[config.mk]
export PLATFORM = sky130hd
export DESIGN_NAME = clock_hours_counter_flat
export DESIGN_NICKNAME = d
export VERILOG_FILES = /design/src/rtl/clock_hours_counter_pkg.sv /design/src/rtl/clock_hours_counter_if.sv /design/src/rtl/clock_hours_counter_key_step_gen.sv /design/src/rtl/clock_hours_counter.sv /design/src/flat_wrapper.sv
export SDC_FILE = /design/constraint.sdc
export NUM_CORES = 1
export LEC_CHECK = 0
export CELL_PAD_IN_SITES_DETAIL_PLACEMENT = 1
export CELL_PAD_IN_SITES_GLOBAL_PLACEMENT = 2
export CORE_MARGIN = 2
export CORE_UTILIZATION = 30
export CTS_BUF_LIST = sky130_fd_sc_hd__clkbuf_16
export DETAILED_ROUTE_END_ITERATION = 10
export DONT_BUFFER_PORTS = 1
export GPL_ROUTABILITY_DRIVEN = 1
export PLACE_DENSITY_LB_ADDON = 0.1
export SYNTH_ARGS = -nofsm -noshare
export SYNTH_HDL_FRONTEND = slang
export SYNTH_SLANG_ARGS = --single-unit
[constraint.sdc]
create_clock -name clk -period 3.42 [get_ports clk]
set_input_delay 0.171 -clock clk [delete_from_list [all_inputs] [get_ports clk]]
set_output_delay 0.171 -clock clk [all_outputs]
set_load 0.005 [all_outputs]
[src/rtl/clock_hours_counter_pkg.sv]
// -----------------------------------------------------------------------------
// clock_pkg
// Shared constants, display types and conversion helpers for the hours stage
// of the digital clock.
// -----------------------------------------------------------------------------
package clock_pkg;

  localparam int HOURS_PER_DAY = 24;
  localparam int HOUR_W        = 5;
  localparam int BCD_W         = 4;

  typedef struct packed {
    logic [BCD_W-1:0] tens;
    logic [BCD_W-1:0] units;
  } bcd2_t;

  typedef struct packed {
    logic [HOUR_W-1:0] hour;  // 1..12
    logic              pm;
  } hour12_t;

  typedef struct packed {
    bcd2_t digits;
    logic  pm;
  } disp_t;

  // Binary 0..23 to two BCD digits.
  function automatic bcd2_t bin_to_bcd2(input logic [HOUR_W-1:0] bin);
    bcd2_t r;
    if (bin >= HOUR_W'(20)) begin
      r.tens  = BCD_W'(2);
      r.units = BCD_W'(bin - HOUR_W'(20));
    end else if (bin >= HOUR_W'(10)) begin
      r.tens  = BCD_W'(1);
      r.units = BCD_W'(bin - HOUR_W'(10));
    end else begin
      r.tens  = '0;
      r.units = BCD_W'(bin);
    end
    return r;
  endfunction

  // 24 h value to 12 h clock face: 0 -> 12 am, 12 -> 12 pm.
  function automatic hour12_t hour_to_12h(input logic [HOUR_W-1:0] hour24);
    hour12_t r;
    r.pm = (hour24 >= HOUR_W'(12));
    if (hour24 == '0 || hour24 == HOUR_W'(12)) r.hour = HOUR_W'(12);
    else if (r.pm)                             r.hour = hour24 - HOUR_W'(12);
    else                                       r.hour = hour24;
    return r;
  endfunction

endpackage

[src/rtl/clock_hours_counter_if.sv]
// -----------------------------------------------------------------------------
// clock_hours_counter_if
// Control inputs and display outputs of the hours stage.
//   master : drives set_mode, tick_in, key_inc, key_dec, mode_24
//   slave  : drives hour_bin, hrs_tens, hrs_units, pm, carry_out
// -----------------------------------------------------------------------------
interface clock_hours_counter_if;
  import clock_pkg::*;

  logic              set_mode;
  logic              tick_in;
  logic              key_inc;
  logic              key_dec;
  logic              mode_24;
  logic [HOUR_W-1:0] hour_bin;
  logic [BCD_W-1:0]  hrs_tens;
  logic [BCD_W-1:0]  hrs_units;
  logic              pm;
  logic              carry_out;

  modport master (
    output set_mode, tick_in, key_inc, key_dec, mode_24,
    input  hour_bin, hrs_tens, hrs_units, pm, carry_out
  );

  modport slave (
    input  set_mode, tick_in, key_inc, key_dec, mode_24,
    output hour_bin, hrs_tens, hrs_units, pm, carry_out
  );
endinterface

[src/rtl/clock_hours_counter_key_step_gen.sv]
// -----------------------------------------------------------------------------
// key_step_gen
// Synchronises one raw key, detects its rising edge and, when REPEAT_CYCLES>0,
// produces repeat steps every REPEAT_CYCLES cycles while the key stays held.
//   clk, rst : clock, synchronous active-low reset
//   key_i    : raw asynchronous key level
//   clr_i    : disarm auto-repeat (run mode or both keys held)
//   step_o   : one-cycle step request (combinational from registered state)
//   level_o  : synchronised key level
// -----------------------------------------------------------------------------
module key_step_gen #(
  parameter int unsigned SYNC_STAGES   = 2,
  parameter int unsigned REPEAT_CYCLES = 0
) (
  input  logic clk,
  input  logic rst,
  input  logic key_i,
  input  logic clr_i,
  output logic step_o,
  output logic level_o
);

  localparam int unsigned      CNT_W   = $clog2(REPEAT_CYCLES + 2);
  localparam logic [CNT_W-1:0] CNT_MAX = CNT_W'(REPEAT_CYCLES);
  localparam bit               RPT_EN  = (REPEAT_CYCLES > 0);

  logic [SYNC_STAGES-1:0] sync_q, sync_d;
  logic                   prev_q, prev_d;
  logic [CNT_W-1:0]       cnt_q, cnt_d;
  logic                   rise;
  logic                   rpt;

  assign level_o = sync_q[SYNC_STAGES-1];
  assign rise    = level_o & ~prev_q;
  assign step_o  = rise | rpt;

  // cnt_q is zero while disarmed; it only arms on a genuine rising edge, so a
  // key already held when the counter is cleared never starts repeating.
  always_comb begin
    sync_d = {sync_q[SYNC_STAGES-2:0], key_i};
    prev_d = level_o;
    cnt_d  = cnt_q;
    rpt    = 1'b0;
    if (!RPT_EN || clr_i || !level_o) begin
      cnt_d = '0;
    end else if (rise) begin
      cnt_d = CNT_W'(1);
    end else if (cnt_q == CNT_MAX) begin
      rpt   = 1'b1;
      cnt_d = CNT_W'(1);
    end else if (cnt_q != '0) begin
      cnt_d = cnt_q + 1'b1;
    end
  end

  always_ff @(posedge clk) begin
    if (!rst) begin
      sync_q <= '0;
      prev_q <= 1'b0;
      cnt_q  <= '0;
    end else begin
      sync_q <= sync_d;
      prev_q <= prev_d;
      cnt_q  <= cnt_d;
    end
  end

endmodule

[src/rtl/clock_hours_counter.sv]
// -----------------------------------------------------------------------------
// clock_hours_counter
// Hours stage of the digital clock: binary hour 0..23 advanced by the minutes
// carry in run mode, or stepped by inc/dec keys in set mode. Registered
// two-digit BCD display in 12 h or 24 h format plus a day-rollover pulse.
//   clk      : clock
//   rst      : synchronous reset, active-low
//   bus      : slave side of clock_hours_counter_if
//              (set_mode, tick_in, key_inc, key_dec, mode_24 in;
//               hour_bin, hrs_tens, hrs_units, pm, carry_out out)
// -----------------------------------------------------------------------------
module clock_hours_counter
  import clock_pkg::*;
#(
  parameter int unsigned RESET_HOUR      = 0,
  parameter int unsigned KEY_SYNC_STAGES = 2,
  parameter int unsigned REPEAT_CYCLES   = 0
) (
  input  logic                  clk,
  input  logic                  rst,
  clock_hours_counter_if.slave  bus
);

  if (RESET_HOUR >= HOURS_PER_DAY) begin : g_bad_reset_hour
    $error("clock_hours_counter: RESET_HOUR must be in 0..23");
  end
  if (KEY_SYNC_STAGES < 2) begin : g_bad_sync_stages
    $error("clock_hours_counter: KEY_SYNC_STAGES must be at least 2");
  end

  localparam logic [HOUR_W-1:0] LAST_HOUR = HOUR_W'(HOURS_PER_DAY - 1);
  localparam logic [HOUR_W-1:0] RST_HOUR  = HOUR_W'(RESET_HOUR);

  logic [HOUR_W-1:0] hour_q, hour_d;
  logic              carry_q, carry_d;
  disp_t             disp_q, disp_d;
  logic              inc_step, inc_lvl;
  logic              dec_step, dec_lvl;
  logic              key_clr;

  function automatic disp_t hour_display(input logic [HOUR_W-1:0] hour,
                                         input logic              mode24);
    disp_t   d;
    hour12_t h12;
    if (mode24) begin
      d.digits = bin_to_bcd2(hour);
      d.pm     = 1'b0;
    end else begin
      h12      = hour_to_12h(hour);
      d.digits = bin_to_bcd2(h12.hour);
      d.pm     = h12.pm;
    end
    return d;
  endfunction

  // Auto-repeat is only meaningful for a single held key in set mode.
  assign key_clr = ~bus.set_mode | (inc_lvl & dec_lvl);

  key_step_gen #(
    .SYNC_STAGES   (KEY_SYNC_STAGES),
    .REPEAT_CYCLES (REPEAT_CYCLES)
  ) u_inc (
    .clk     (clk),
    .rst     (rst),
    .key_i   (bus.key_inc),
    .clr_i   (key_clr),
    .step_o  (inc_step),
    .level_o (inc_lvl)
  );

  key_step_gen #(
    .SYNC_STAGES   (KEY_SYNC_STAGES),
    .REPEAT_CYCLES (REPEAT_CYCLES)
  ) u_dec (
    .clk     (clk),
    .rst     (rst),
    .key_i   (bus.key_dec),
    .clr_i   (key_clr),
    .step_o  (dec_step),
    .level_o (dec_lvl)
  );

  always_comb begin
    hour_d  = hour_q;
    carry_d = 1'b0;
    if (!rst) begin
      hour_d = RST_HOUR;
    end else if (!bus.set_mode) begin
      if (bus.tick_in) begin
        if (hour_q == LAST_HOUR) begin
          hour_d  = '0;
          carry_d = 1'b1;
        end else begin
          hour_d = hour_q + 1'b1;
        end
      end
    end else if (inc_step && !dec_step) begin
      hour_d = (hour_q == LAST_HOUR) ? '0 : hour_q + 1'b1;
    end else if (dec_step && !inc_step) begin
      hour_d = (hour_q == '0) ? LAST_HOUR : hour_q - 1'b1;
    end
    // Display is derived from the next hour so it lands on the same edge.
    disp_d = hour_display(hour_d, bus.mode_24);
  end

  always_ff @(posedge clk) begin
    hour_q  <= hour_d;
    carry_q <= carry_d;
    disp_q  <= disp_d;
  end

  assign bus.hour_bin  = hour_q;
  assign bus.carry_out = carry_q;
  assign bus.hrs_tens  = disp_q.digits.tens;
  assign bus.hrs_units = disp_q.digits.units;
  assign bus.pm        = disp_q.pm;

endmodule

[src/flat_wrapper.sv]
// flat-port wrapper written by rule: the top's interface ports become plain ports
module clock_hours_counter_flat import clock_pkg::*;
#(
  parameter int unsigned RESET_HOUR      = 0,
  parameter int unsigned KEY_SYNC_STAGES = 2,
  parameter int unsigned REPEAT_CYCLES   = 0
)
  (clk, rst, bus_set_mode, bus_tick_in, bus_key_inc, bus_key_dec, bus_mode_24, bus_hour_bin, bus_hrs_tens, bus_hrs_units, bus_pm, bus_carry_out);
  clock_hours_counter_if bus_i ();
  input  logic clk;
  input  logic rst;
  input wire logic [$bits(bus_i.set_mode)-1:0] bus_set_mode;
  input wire logic [$bits(bus_i.tick_in)-1:0] bus_tick_in;
  input wire logic [$bits(bus_i.key_inc)-1:0] bus_key_inc;
  input wire logic [$bits(bus_i.key_dec)-1:0] bus_key_dec;
  input wire logic [$bits(bus_i.mode_24)-1:0] bus_mode_24;
  output wire logic [$bits(bus_i.hour_bin)-1:0] bus_hour_bin;
  output wire logic [$bits(bus_i.hrs_tens)-1:0] bus_hrs_tens;
  output wire logic [$bits(bus_i.hrs_units)-1:0] bus_hrs_units;
  output wire logic [$bits(bus_i.pm)-1:0] bus_pm;
  output wire logic [$bits(bus_i.carry_out)-1:0] bus_carry_out;
  assign bus_i.set_mode = bus_set_mode;
  assign bus_i.tick_in = bus_tick_in;
  assign bus_i.key_inc = bus_key_inc;
  assign bus_i.key_dec = bus_key_dec;
  assign bus_i.mode_24 = bus_mode_24;
  assign bus_hour_bin = bus_i.hour_bin;
  assign bus_hrs_tens = bus_i.hrs_tens;
  assign bus_hrs_units = bus_i.hrs_units;
  assign bus_pm = bus_i.pm;
  assign bus_carry_out = bus_i.carry_out;
  clock_hours_counter #(.RESET_HOUR(RESET_HOUR), .KEY_SYNC_STAGES(KEY_SYNC_STAGES), .REPEAT_CYCLES(REPEAT_CYCLES)) u_core (.clk(clk), .rst(rst), .bus(bus_i));
endmodule
==> flow_metrics.env, run 1 <==
export IMPL_run_status="finished, final reports clean"
export IMPL_ir_drop_mv=0.248
export IMPL_drive_gt1_frac=0.429
export IMPL_synthesis_area_um2=1470
export IMPL_cp_arrival_ps=3450
export IMPL_routed_wl_mm=4.75
export IMPL_max_freq_ghz=0.301
export IMPL_maxSlewViolCount=0
export IMPL_area_growth_synth_to_final_pct=37.1
export IMPL_track_usage=0.173
export IMPL_io_buffers=0
export IMPL_fp_coreArea_um2=4720
export IMPL_synth_edf_count=0
export IMPL_fin_crit_ps=3320
export IMPL_ant_nets=0
export IMPL_cts_sinks=19
export IMPL_vias_per_cell=5.46
export IMPL_antenna_found_initial=0
export IMPL_clkLatencyLatePin_ps=250
export IMPL_seqPwrFrac=0.319
export IMPL_tightestPinTransition_ps=540
export IMPL_hold_class="in -> reg"
export IMPL_cp_required_ps=3550
export IMPL_yosysSeqAreaShare=0.258
export IMPL_grt_first_pass_wirelength_mm=7.41
export IMPL_period_share=0.971
export IMPL_yosysUniqueCellTypes=62
export IMPL_cp_end_kind="flip-flop"
export IMPL_grt_pass1_vias=1502
export IMPL_critPathKind="reg -> reg"
export IMPL_drc=0
export IMPL_powerDensity_nw_per_um2=409
export IMPL_dp_cells=260
export IMPL_finish_utilization=0.428
export IMPL_pin_count=22
export IMPL_synthCells=171
export IMPL_dieHeight_um=74.1
export IMPL_vias=1475
export IMPL_num_nets_final=221
export IMPL_layout_setup_ws_ps=98.6
export IMPL_avgSynthCellArea_um2=8.61
export IMPL_p_int_mw=0.566
export IMPL_async_reset_ff_frac=0
export IMPL_instances_no_fill=270
export IMPL_power_frac_comb=0.393
export IMPL_p_clk_frac=0.288
export IMPL_drtIter0Drc=46
export IMPL_overflow=0
export IMPL_cts_tree="yes"
export IMPL_swShare=0.315
export IMPL_rsz0062_at_grt="yes"
export IMPL_grt_max_degree=13
export IMPL_post_dp_cell_area_um2=1730
export IMPL_ctsHtreeMaxLevel=1
export IMPL_crit_fanout=6
export IMPL_post_place_ws_ps=-178
export IMPL_final_hold_viol_count=0
export IMPL_dp_hpwl_mm=3.74
export IMPL_timing_hold_ws_ps=48.2
export IMPL_power_total_mw=0.826
export IMPL_slew_headroom=0.639
export IMPL_clock_path_buffers=2
export IMPL_initial_utilization=0.312
export IMPL_fill_cells=547
export IMPL_dieArea_um2=5490
export IMPL_gp_congestion=0.836
export IMPL_cts_root_buf="clkbuf_16"
export IMPL_n_antenna_cell=0
export IMPL_row_count=25
export IMPL_finalSetupViolCount=0
export IMPL_clock_skew_ps=1.27
export IMPL_drt_pass1_iterations=4
export IMPL_drv_cap=0
export IMPL_p_switching_mw=0.260
export IMPL_p_leak_nw=0.868
export IMPL_final_cell_area_um2=2020
export IMPL_synth_seq_cells=19
export IMPL_start_kind="flip-flop"
export IMPL_die_w_um=74.1
export IMPL_ys_flop_type="dfxtp_1"
export IMPL_clk_pin_slew_worst_paths_ps=50
export IMPL_layout_common_cells="buf_4, dfxtp_1, inv_1"
export IMPL_cts_made_buffers=3
export IMPL_avgRoutedWirePerCell_um=17.6
export IMPL_fin_tns_setup_ps=0
export IMPL_yosysWarnings=0
export IMPL_layout_commonest_cell="buf_4"
[power by group through the flow]
| stage | Sequential (mW) | Clock [mW] | Combinational (mW) |
|---|---|---|---|
| after floorplan | 0.262 | 0 | 0.176 |
| after global placement | 0.266 | 0 | 0.261 |
| after detailed placement | 0.267 | 0 | 0.270 |
| after CTS | 0.262 | 0.242 | 0.285 |
| after global routing | 0.265 | 0.256 | 0.350 |
| final | 0.263 | 0.238 | 0.325 |
[critical path, cell delays in order (launching register included)]
cell       delay (ps)
dfxtp_2           340
inv_2              80
ha_4              130
or3b_4            370
or3_4             350
a2111oi_4         420
nor2_4             90
clkinv_4           90
nand2_1            60
and2_4            160
inv_2              70
ha_2              170
nand2_2            60
a2111oi_4         340
a22oi_2           160
a21oi_2           210
xnor2_1            90
[cell type report]
type / instances / area, um^2 / share of cell area
multi-input cells: 126 / 1120 / 0.554
well taps: 67 / 83.8 / 0.0415
flip-flops and latches: 19 / 385 / 0.191
inverters: 17 / 71.3 / 0.0353
repair buffers: 37 / 280 / 0.139
clock buffers: 3 / 75.1 / 0.0372
clock inverters: 1 / 5.00 / 0.00248
[synth_stat cells, types with 2 or more instances]
cell type,n,share of area
or2_2,3,0.013
ha_1,10,0.085
a21o_1,2,0.010
and3_1,2,0.0085
xnor2_1,2,0.012
clkbuf_1,2,0.0051
o221ai_1,2,0.012
and4b_1,2,0.014
o211a_1,2,0.014
dfxtp_1,19,0.26
inv_1,16,0.041
a211o_1,2,0.012
nor2_1,6,0.015
o32ai_1,2,0.012
o31ai_1,2,0.010
buf_2,4,0.014
nand3_1,3,0.010
buf_4,3,0.015
nand4_1,2,0.0085
nor4_1,2,0.0085
a2111oi_2,2,0.020
nand2_1,10,0.025
o21ai_0,7,0.024
nand2b_1,2,0.0085
nor3_1,5,0.017
o21a_1,2,0.010
a21boi_0,2,0.010
nor2b_1,4,0.017
a31oi_1,3,0.013
and2_1,8,0.034
a21oi_1,7,0.024
[sequential cells by signal (all words and copies together) (netlist names)]
| name | flops |
|---|---|
| u_core.bus.pm | 1 |
| u_core.bus.hrs_tens | 2 |
| u_core.u_dec.prev_q | 1 |
| u_core.bus.hrs_units | 4 |
| u_core.u_inc.prev_q | 1 |
| u_core.bus.carry_out | 1 |
| u_core.u_inc.sync_q | 2 |
| u_core.u_dec.sync_q | 2 |
| u_core.bus.hour_bin | 5 |
[worst paths after layout]
path                                              from  slack, ps  cells after the start                      end
worst min register to register  u_core.u_dec.sync_q[0]        440                      1   u_core.u_dec.sync_q[1]
worst max register to register  u_core.bus.hour_bin[0]        100                     16  u_core.bus.hrs_units[1]
worst min-delay path                               rst         50                      1   u_core.u_inc.sync_q[1]
worst max-delay path            u_core.bus.hour_bin[0]        100                     16  u_core.bus.hrs_units[1]
[metal layers]
layer  track usage  part of all wire  vias to the layer above
met4        0.0242            0.0093                        0
met3        0.0271             0.026                        5
met1         0.195              0.41                      757
li1              -                 -                      696
met2         0.344              0.55                       17
met5             0                 0                        -
[timing repair]
item                                    in CTS  in global routing
setup buffers                                1                  4
pin swaps                                    4                 14
endpoints found under the setup margin       4                  5
hold endpoints to repair                     0                  1
hold buffers                                 0                  1
gates resized for setup                     12                 27
[cells by family (layout without fill, tap and decap cells)]
| kind of cell | after synthesis | in the layout | share of synthesized area |
|---|---|---|---|
| AO/OA/AOI/OAI | 54 | 54 | 0.326 |
| XOR/XNOR | 2 | 2 | 0.0119 |
| adder cells (fa/ha/maj) | 10 | 10 | 0.0850 |
| buffers and inverters | 27 | 58 | 0.0884 |
| flip-flops | 19 | 19 | 0.258 |
| other | 1 | 2 | 0.00255 |
| AND/OR/NAND/NOR | 58 | 58 | 0.228 |
Note: power is estimated with default switching activity, not from simulation.
==> inputs of run 2 (changes only) <==
ABC_AREA = 1   (was unset)
CORE_UTILIZATION = 31   (was 30)
==> run 2 against run 1 <==
Against the previous run: final cell count grew 3.7%; via count shrank 8.0%; total power shrank 10%; critical path depth grew 10; routed wire length shrank 18%; global-route usage shrank 1.8 points; first-iteration DRC count grew 2.2%; highest routed layer unchanged.
==> flow_metrics.env, run 2 <==
export IMPL_post_dp_cell_area_um2=1550
export IMPL_swShare=0.349
export IMPL_reg2reg_depth=26
export IMPL_final_seq_area_um2=382
export IMPL_synth_most_common_cell="nand2_1"
export IMPL_final_hold_viol_count=0
export IMPL_top_usage_layer="met2"
export IMPL_multiInputGateArea_um2=948
export IMPL_dieHeight_um=73.5
export IMPL_fin_crit_ps=3090
export IMPL_fill_cells=605
export IMPL_vias_per_cell=4.85
export IMPL_n_antenna_cell=0
export IMPL_rsz0062_at_grt="no"
export IMPL_instances_no_fill=280
export IMPL_power_total_mw=0.743
export IMPL_grt_first_pass_wirelength_mm=6.49
export IMPL_powerDensity_nw_per_um2=449
export IMPL_routed_wl_mm=3.90
export IMPL_fin_tns_setup_ps=0
export IMPL_track_usage=0.155
export IMPL_crit_path_end="u_core.bus.hrs_units[1]"
export IMPL_grt_pass1_vias=1438
export IMPL_drt_pass1_iterations=4
export IMPL_layout_common_cells="nand2_1, inv_1, nand3_1"
export IMPL_gp_congestion=0.801
export IMPL_dieArea_um2=5410
export IMPL_clock_path_buffers=2
export IMPL_p_clk_frac=0.337
export IMPL_hold_class="in -> reg"
export IMPL_yosysSeqAreaShare=0.254
export IMPL_cp_arrival_ps=3240
export IMPL_met1_usage=0.196
export IMPL_drc=0
export IMPL_vias=1357
export IMPL_seqPwrFrac=0.358
export IMPL_synth_edf_count=0
export IMPL_area_growth_synth_to_final_pct=10.5
export IMPL_p_switching_mw=0.259
export IMPL_antenna_found_initial=0
export IMPL_crit_reg2reg_launch="u_core.bus.hour_bin[0]"
export IMPL_yosys_top_cells_count="nand2_1, inv_1, dfxtp_1, nand3_1"
export IMPL_overflow=0
export IMPL_worstSetupStartpoint="u_core.bus.hour_bin[0]"
export IMPL_period_share=0.902
export IMPL_cts_sinks=19
export IMPL_synth_area_leader_cell="dfxtp_1"
export IMPL_ys_flop_type="dfxtp_1"
export IMPL_dp_hpwl_mm=3.17
export IMPL_die_w_um=73.5
export IMPL_power_frac_comb=0.305
export IMPL_clkLatencyLatePin_ps=250
export IMPL_avgRoutedWirePerCell_um=13.9
export IMPL_async_reset_ff_frac=0
export IMPL_use_met2=0.263
export IMPL_ant_nets=0
export IMPL_pin_count=22
export IMPL_clk_pin_slew_worst_paths_ps=60
export IMPL_dp_cells=274
export IMPL_whs_path_depth=2
export IMPL_use_met3=0.0425
export IMPL_drtIter0Drc=47
export IMPL_max_freq_ghz=0.324
export IMPL_cts_tree="yes"
export IMPL_io_buffers=0
export IMPL_fp_coreArea_um2=4690
export IMPL_cts_root_buf="clkbuf_16"
export IMPL_timing_hold_ws_ps=15.3
export IMPL_cp_required_ps=3570
export IMPL_synth_top_cell_area_share=0.254
export IMPL_start_kind="flip-flop"
export IMPL_grt_max_degree=13
export IMPL_ctsHtreeMaxLevel=1
export IMPL_crit_fanout=6
export IMPL_critPathKind="reg -> reg"
export IMPL_r2r_end="u_core.bus.hrs_units[1]"
export IMPL_drv_cap=0
export IMPL_run_status="finished, final reports clean"
export IMPL_r2r_slack_ps=330
export IMPL_largest_reg_flops=5
export IMPL_initial_utilization=0.319
export IMPL_final_cell_area_um2=1660
export IMPL_p_int_mw=0.484
export IMPL_num_nets_final=244
export IMPL_drive_gt1_frac=0.212
export IMPL_yosysWarnings=0
export IMPL_synth_area_leaders="dfxtp_1, nand2_1, ha_1"
export IMPL_ir_drop_mv=0.232
export IMPL_layout_commonest_cell="nand2_1"
export IMPL_yosysUniqueCellTypes=33
export IMPL_synth_seq_cells=19
export IMPL_synthCells=222
export IMPL_synthesis_area_um2=1500
export IMPL_p_leak_nw=0.870
export IMPL_finalSetupViolCount=0
export IMPL_avgSynthCellArea_um2=6.75
export IMPL_clock_skew_ps=4.13
export IMPL_cts_made_buffers=3
export IMPL_row_count=25
export IMPL_cp_end_kind="flip-flop"
export IMPL_maxSlewViolCount=0
==> run 2: cell types whose count changed after synthesis, moves of 5 or more <==
cell,change
nand3_1,+16
inv_2,+5
nor3_1,-5
and2_1,-8
nand3_2,+7
nand2_1,+58
nand2_2,+9
inv_1,+12
==> run 2: layout make-up <==
type,count,area share
clock inverters,1,0.00453
multi-input cells,163,0.573
inverters,36,0.0853
clock buffers,3,0.0453
flip-flops and latches,19,0.230
well taps,54,0.0408
repair buffers,4,0.0211
==> run 2: power by group through the flow <==
stage          Clock (mW)  Sequential, mW  Combinational, mW
2_1_floorplan           0           0.264              0.188
5_1_grt             0.272           0.269              0.261
3_3_place_gp            0           0.272              0.222
4_1_cts             0.262           0.266              0.230
3_5_place_dp            0           0.270              0.227
6_report            0.250           0.266              0.227
==> run 2: metal layers <==
metal  routed length, um  part of all wire
met1                1850              0.48
met3                 155             0.040
met5                   0                 0
met2                1870              0.48
met4                  20            0.0051
==> run 2: critical path, stage by stage, from the launching register on <==
cell and delay, ps:
dfxtp_1 390, inv_1 90, ha_1 260, nand2_1 80, nor2_1 50, nand3_1 130, nand2_1 60, inv_1 50
nand2_1 80, nand2_1 80, nand2_2 100, inv_2 110, ha_2 190, nor2_1 70, nor2_4 120, nand2_4 70
nand2_2 80, inv_2 40, nand2_1 100, inv_1 60, ha_1 190, nand2_1 80, nand3_2 110, o21bai_4 170
nand3_2 100, nand3_1 80, nand2_1 50
==> run 2: kinds of logic after synthesis <==
logic type               share of synthesized area
AO/OA/AOI/OAI                                0.106
XOR/XNOR                                   0.00584
adder cells (fa/ha/maj)                     0.0835
buffers and inverters                        0.118
flip-flops                                   0.254
other                                      0.00250
AND/OR/NAND/NOR                              0.431
==> run 2: repair_timing <==
action	in CTS	in global routing
setup buffers	0	0
endpoints found under the setup margin	0	5
endpoints found under the hold margin	2	0
resized for setup	0	3
hold buffers	2	0
==> run 2: how the worst min path moves through the flow <==
stage / to / startpoint / slack, ps
3_3_place_gp: u_core.bus.pm / bus_mode_24 / 250
2_1_floorplan: u_core.bus.pm / bus_mode_24 / 240
3_5_place_dp: u_core.bus.pm / bus_mode_24 / 250
4_1_cts: u_core.u_inc.sync_q[0] / rst / 9
6_report: u_core.u_inc.sync_q[0] / rst / 20
5_1_grt: u_core.u_inc.sync_q[0] / rst / 10
==> run 2: per-stage QoR <==
step	util	worst slack (ps)
floorplan	-	619
detailed placement	0.330	195
finish	0.353	334
CTS	0.352	182
global placement	0.330	289
global route	0.353	7.09
==> inputs of run 3 (changes only) <==
SYNTH_HIERARCHICAL = 1   (was unset)
==> run 3 against run 2 <==
Against the previous run: core utilization is 1.3 points higher; cell area is 3.0% lower; critical path depth is 6 lower; via count is 2.4% lower; sequential share of layout area is 0.87 points higher; maximum frequency is 1.6% lower.
==> flow_metrics.env, run 3 <==
export IMPL_clkLatencyLatePin_ps=250
export IMPL_ir_drop_mv=0.159
export IMPL_dp_cells=261
export IMPL_avgRoutedWirePerCell_um=14.5
export IMPL_grt_first_pass_wirelength_mm=6.44
export IMPL_final_hold_viol_count=0
export IMPL_cts_sinks=19
export IMPL_maxSlewViolCount=0
export IMPL_hold_class="in -> reg"
export IMPL_vias_per_cell=4.96
export IMPL_layout_commonest_cell="nand2_1"
export IMPL_hp_start="rst"
export IMPL_crit_fanout=7
export IMPL_routed_wl_mm=3.87
export IMPL_largest_reg_flops=5
export IMPL_period_share=0.917
export IMPL_drive_gt1_frac=0.214
export IMPL_ant_nets=0
export IMPL_dieHeight_um=71.9
export IMPL_synthesis_area_um2=1430
export IMPL_rsz0062_at_grt="no"
export IMPL_die_w_um=71.9
export IMPL_clock_path_buffers=2
export IMPL_min_to="u_core/u_dec/sync_q[0]"
export IMPL_yosysWarnings=6
export IMPL_avgSynthCellArea_um2=6.84
export IMPL_clk_pin_slew_worst_paths_ps=50
export IMPL_crit_reg2reg_launch="u_core/bus.hour_bin[0]"
export IMPL_antenna_found_initial=0
export IMPL_timing_hold_ws_ps=21.0
export IMPL_layout_common_cells="nand2_1, inv_1, nand3_1"
export IMPL_area_growth_synth_to_final_pct=12.4
export IMPL_track_usage=0.159
export IMPL_drv_cap=0
export IMPL_vias=1324
export IMPL_instances_no_fill=267
export IMPL_drc=0
export IMPL_synthCells=209
export IMPL_fp_coreArea_um2=4380
export IMPL_dieArea_um2=5170
export IMPL_max_freq_ghz=0.319
export IMPL_cp_arrival_ps=3280
export IMPL_clock_skew_ps=2.52
export IMPL_post_place_ws_ps=101
export IMPL_r2r_end="u_core/bus.hrs_units[2]"
export IMPL_initial_utilization=0.326
export IMPL_whs_path_depth=2
export IMPL_drtIter0Drc=40
export IMPL_grt_pass1_vias=1343
export IMPL_reg2reg_depth=20
export IMPL_io_buffers=0
export IMPL_fin_tns_setup_ps=0
export IMPL_dp_hpwl_mm=3.12
export IMPL_finalSetupViolCount=0
export IMPL_cp_required_ps=3560
export IMPL_cts_made_buffers=3
export IMPL_powerDensity_nw_per_um2=457
export IMPL_row_count=24
export IMPL_cts_root_buf="clkbuf_16"
export IMPL_drt_pass1_iterations=4
export IMPL_p_leak_nw=0.862
export IMPL_critPathKind="reg -> reg"
export IMPL_r2r_slack_ps=280
export IMPL_num_nets_final=233
export IMPL_overflow=0
export IMPL_run_status="finished, final reports clean"
export IMPL_cp_end_kind="flip-flop"
export IMPL_multiInputGateArea_um2=908
export IMPL_cts_tree="yes"
export IMPL_final_seq_area_um2=384
export IMPL_fin_crit_ps=3140
export IMPL_grt_max_degree=12
export IMPL_hold_buffers=0
export IMPL_n_antenna_cell=0
export IMPL_start_kind="flip-flop"
export IMPL_ctsHtreeMaxLevel=1
export IMPL_fill_cells=563
export IMPL_pin_count=22
export IMPL_layout_setup_ws_ps=284
export IMPL_gp_congestion=0.883
export IMPL_power_total_mw=0.734
==> run 3: report_power, final <==
part | switching (mW) | total (mW) | leakage (nW) | internal (mW)
sequential | 0.0247 | 0.271 | 0.158 | 0.247
clock | 0.0823 | 0.239 | 0.0409 | 0.157
combinational | 0.144 | 0.224 | 0.663 | 0.0797
total | 0.251 | 0.734 | 0.862 | 0.483
==> run 3: through the flow <==
stage	area (um^2)	utilization
floorplan	1430	-
global placement	1490	0.340
detailed placement	1490	0.340
CTS	1570	0.358
global route	1610	0.366
finish	1610	0.366
==> run 3: area by class of cell <==
type                       count  share of cell area
multi-input combinational    151               0.565
tap                           52              0.0405
timing repair buffer           4              0.0187
sequential                    19               0.239
inverter                      37              0.0864
clock inverter                 1             0.00312
clock buffer                   3              0.0467
==> run 3: worst max-delay path by stage <==
| stage | start | end | slack, ps | cells past startpoint |
|---|---|---|---|---|
| CTS | u_core/bus.hour_bin[1] | u_core/bus.hrs_units[2] | 80 | 20 |
| detailed placement | u_core/bus.hour_bin[1] | u_core/bus.hrs_units[2] | 100 | 20 |
| finish | u_core/bus.hour_bin[0] | u_core/bus.hrs_units[2] | 280 | 20 |
| global placement | u_core/bus.hour_bin[1] | u_core/bus.hrs_units[3] | 180 | 22 |
| floorplan | u_core/bus.hour_bin[0] | u_core/bus.hrs_units[2] | 410 | 20 |
| global route | u_core/bus.hour_bin[0] | u_core/bus.hrs_units[2] | 7 | 21 |
==> run 3: per-layer routing <==
layer	vias to the layer above	wire length (um)	GRT usage
met3	6	153	0.0292
met2	22	2010	0.293
met4	0	56	0.0608
met1	620	1650	0.182
met5	-	0	0
li1	676	-	-
==> run 3: timing repair <==
action | in CTS | in global routing
setup endpoints to repair | 0 | 5
gates resized for setup | 0 | 6
buffers inserted | 0 | 2
==> run 3: critical path: stages, from the launching register on <==
cell	delay, ps
dfxtp_2	370
inv_1	130
ha_1	220
inv_1	70
o21ai_1	130
nand2_1	70
nand2_1	70
a21oi_2	60
buf_4	160
ha_1	240
or2_2	320
nand4_2	160
nand3_4	120
ha_1	190
and3_2	210
nor2_4	120
nand2_2	70
nand2_4	70
nand2_1	50
o21bai_1	130
nand2_1	60
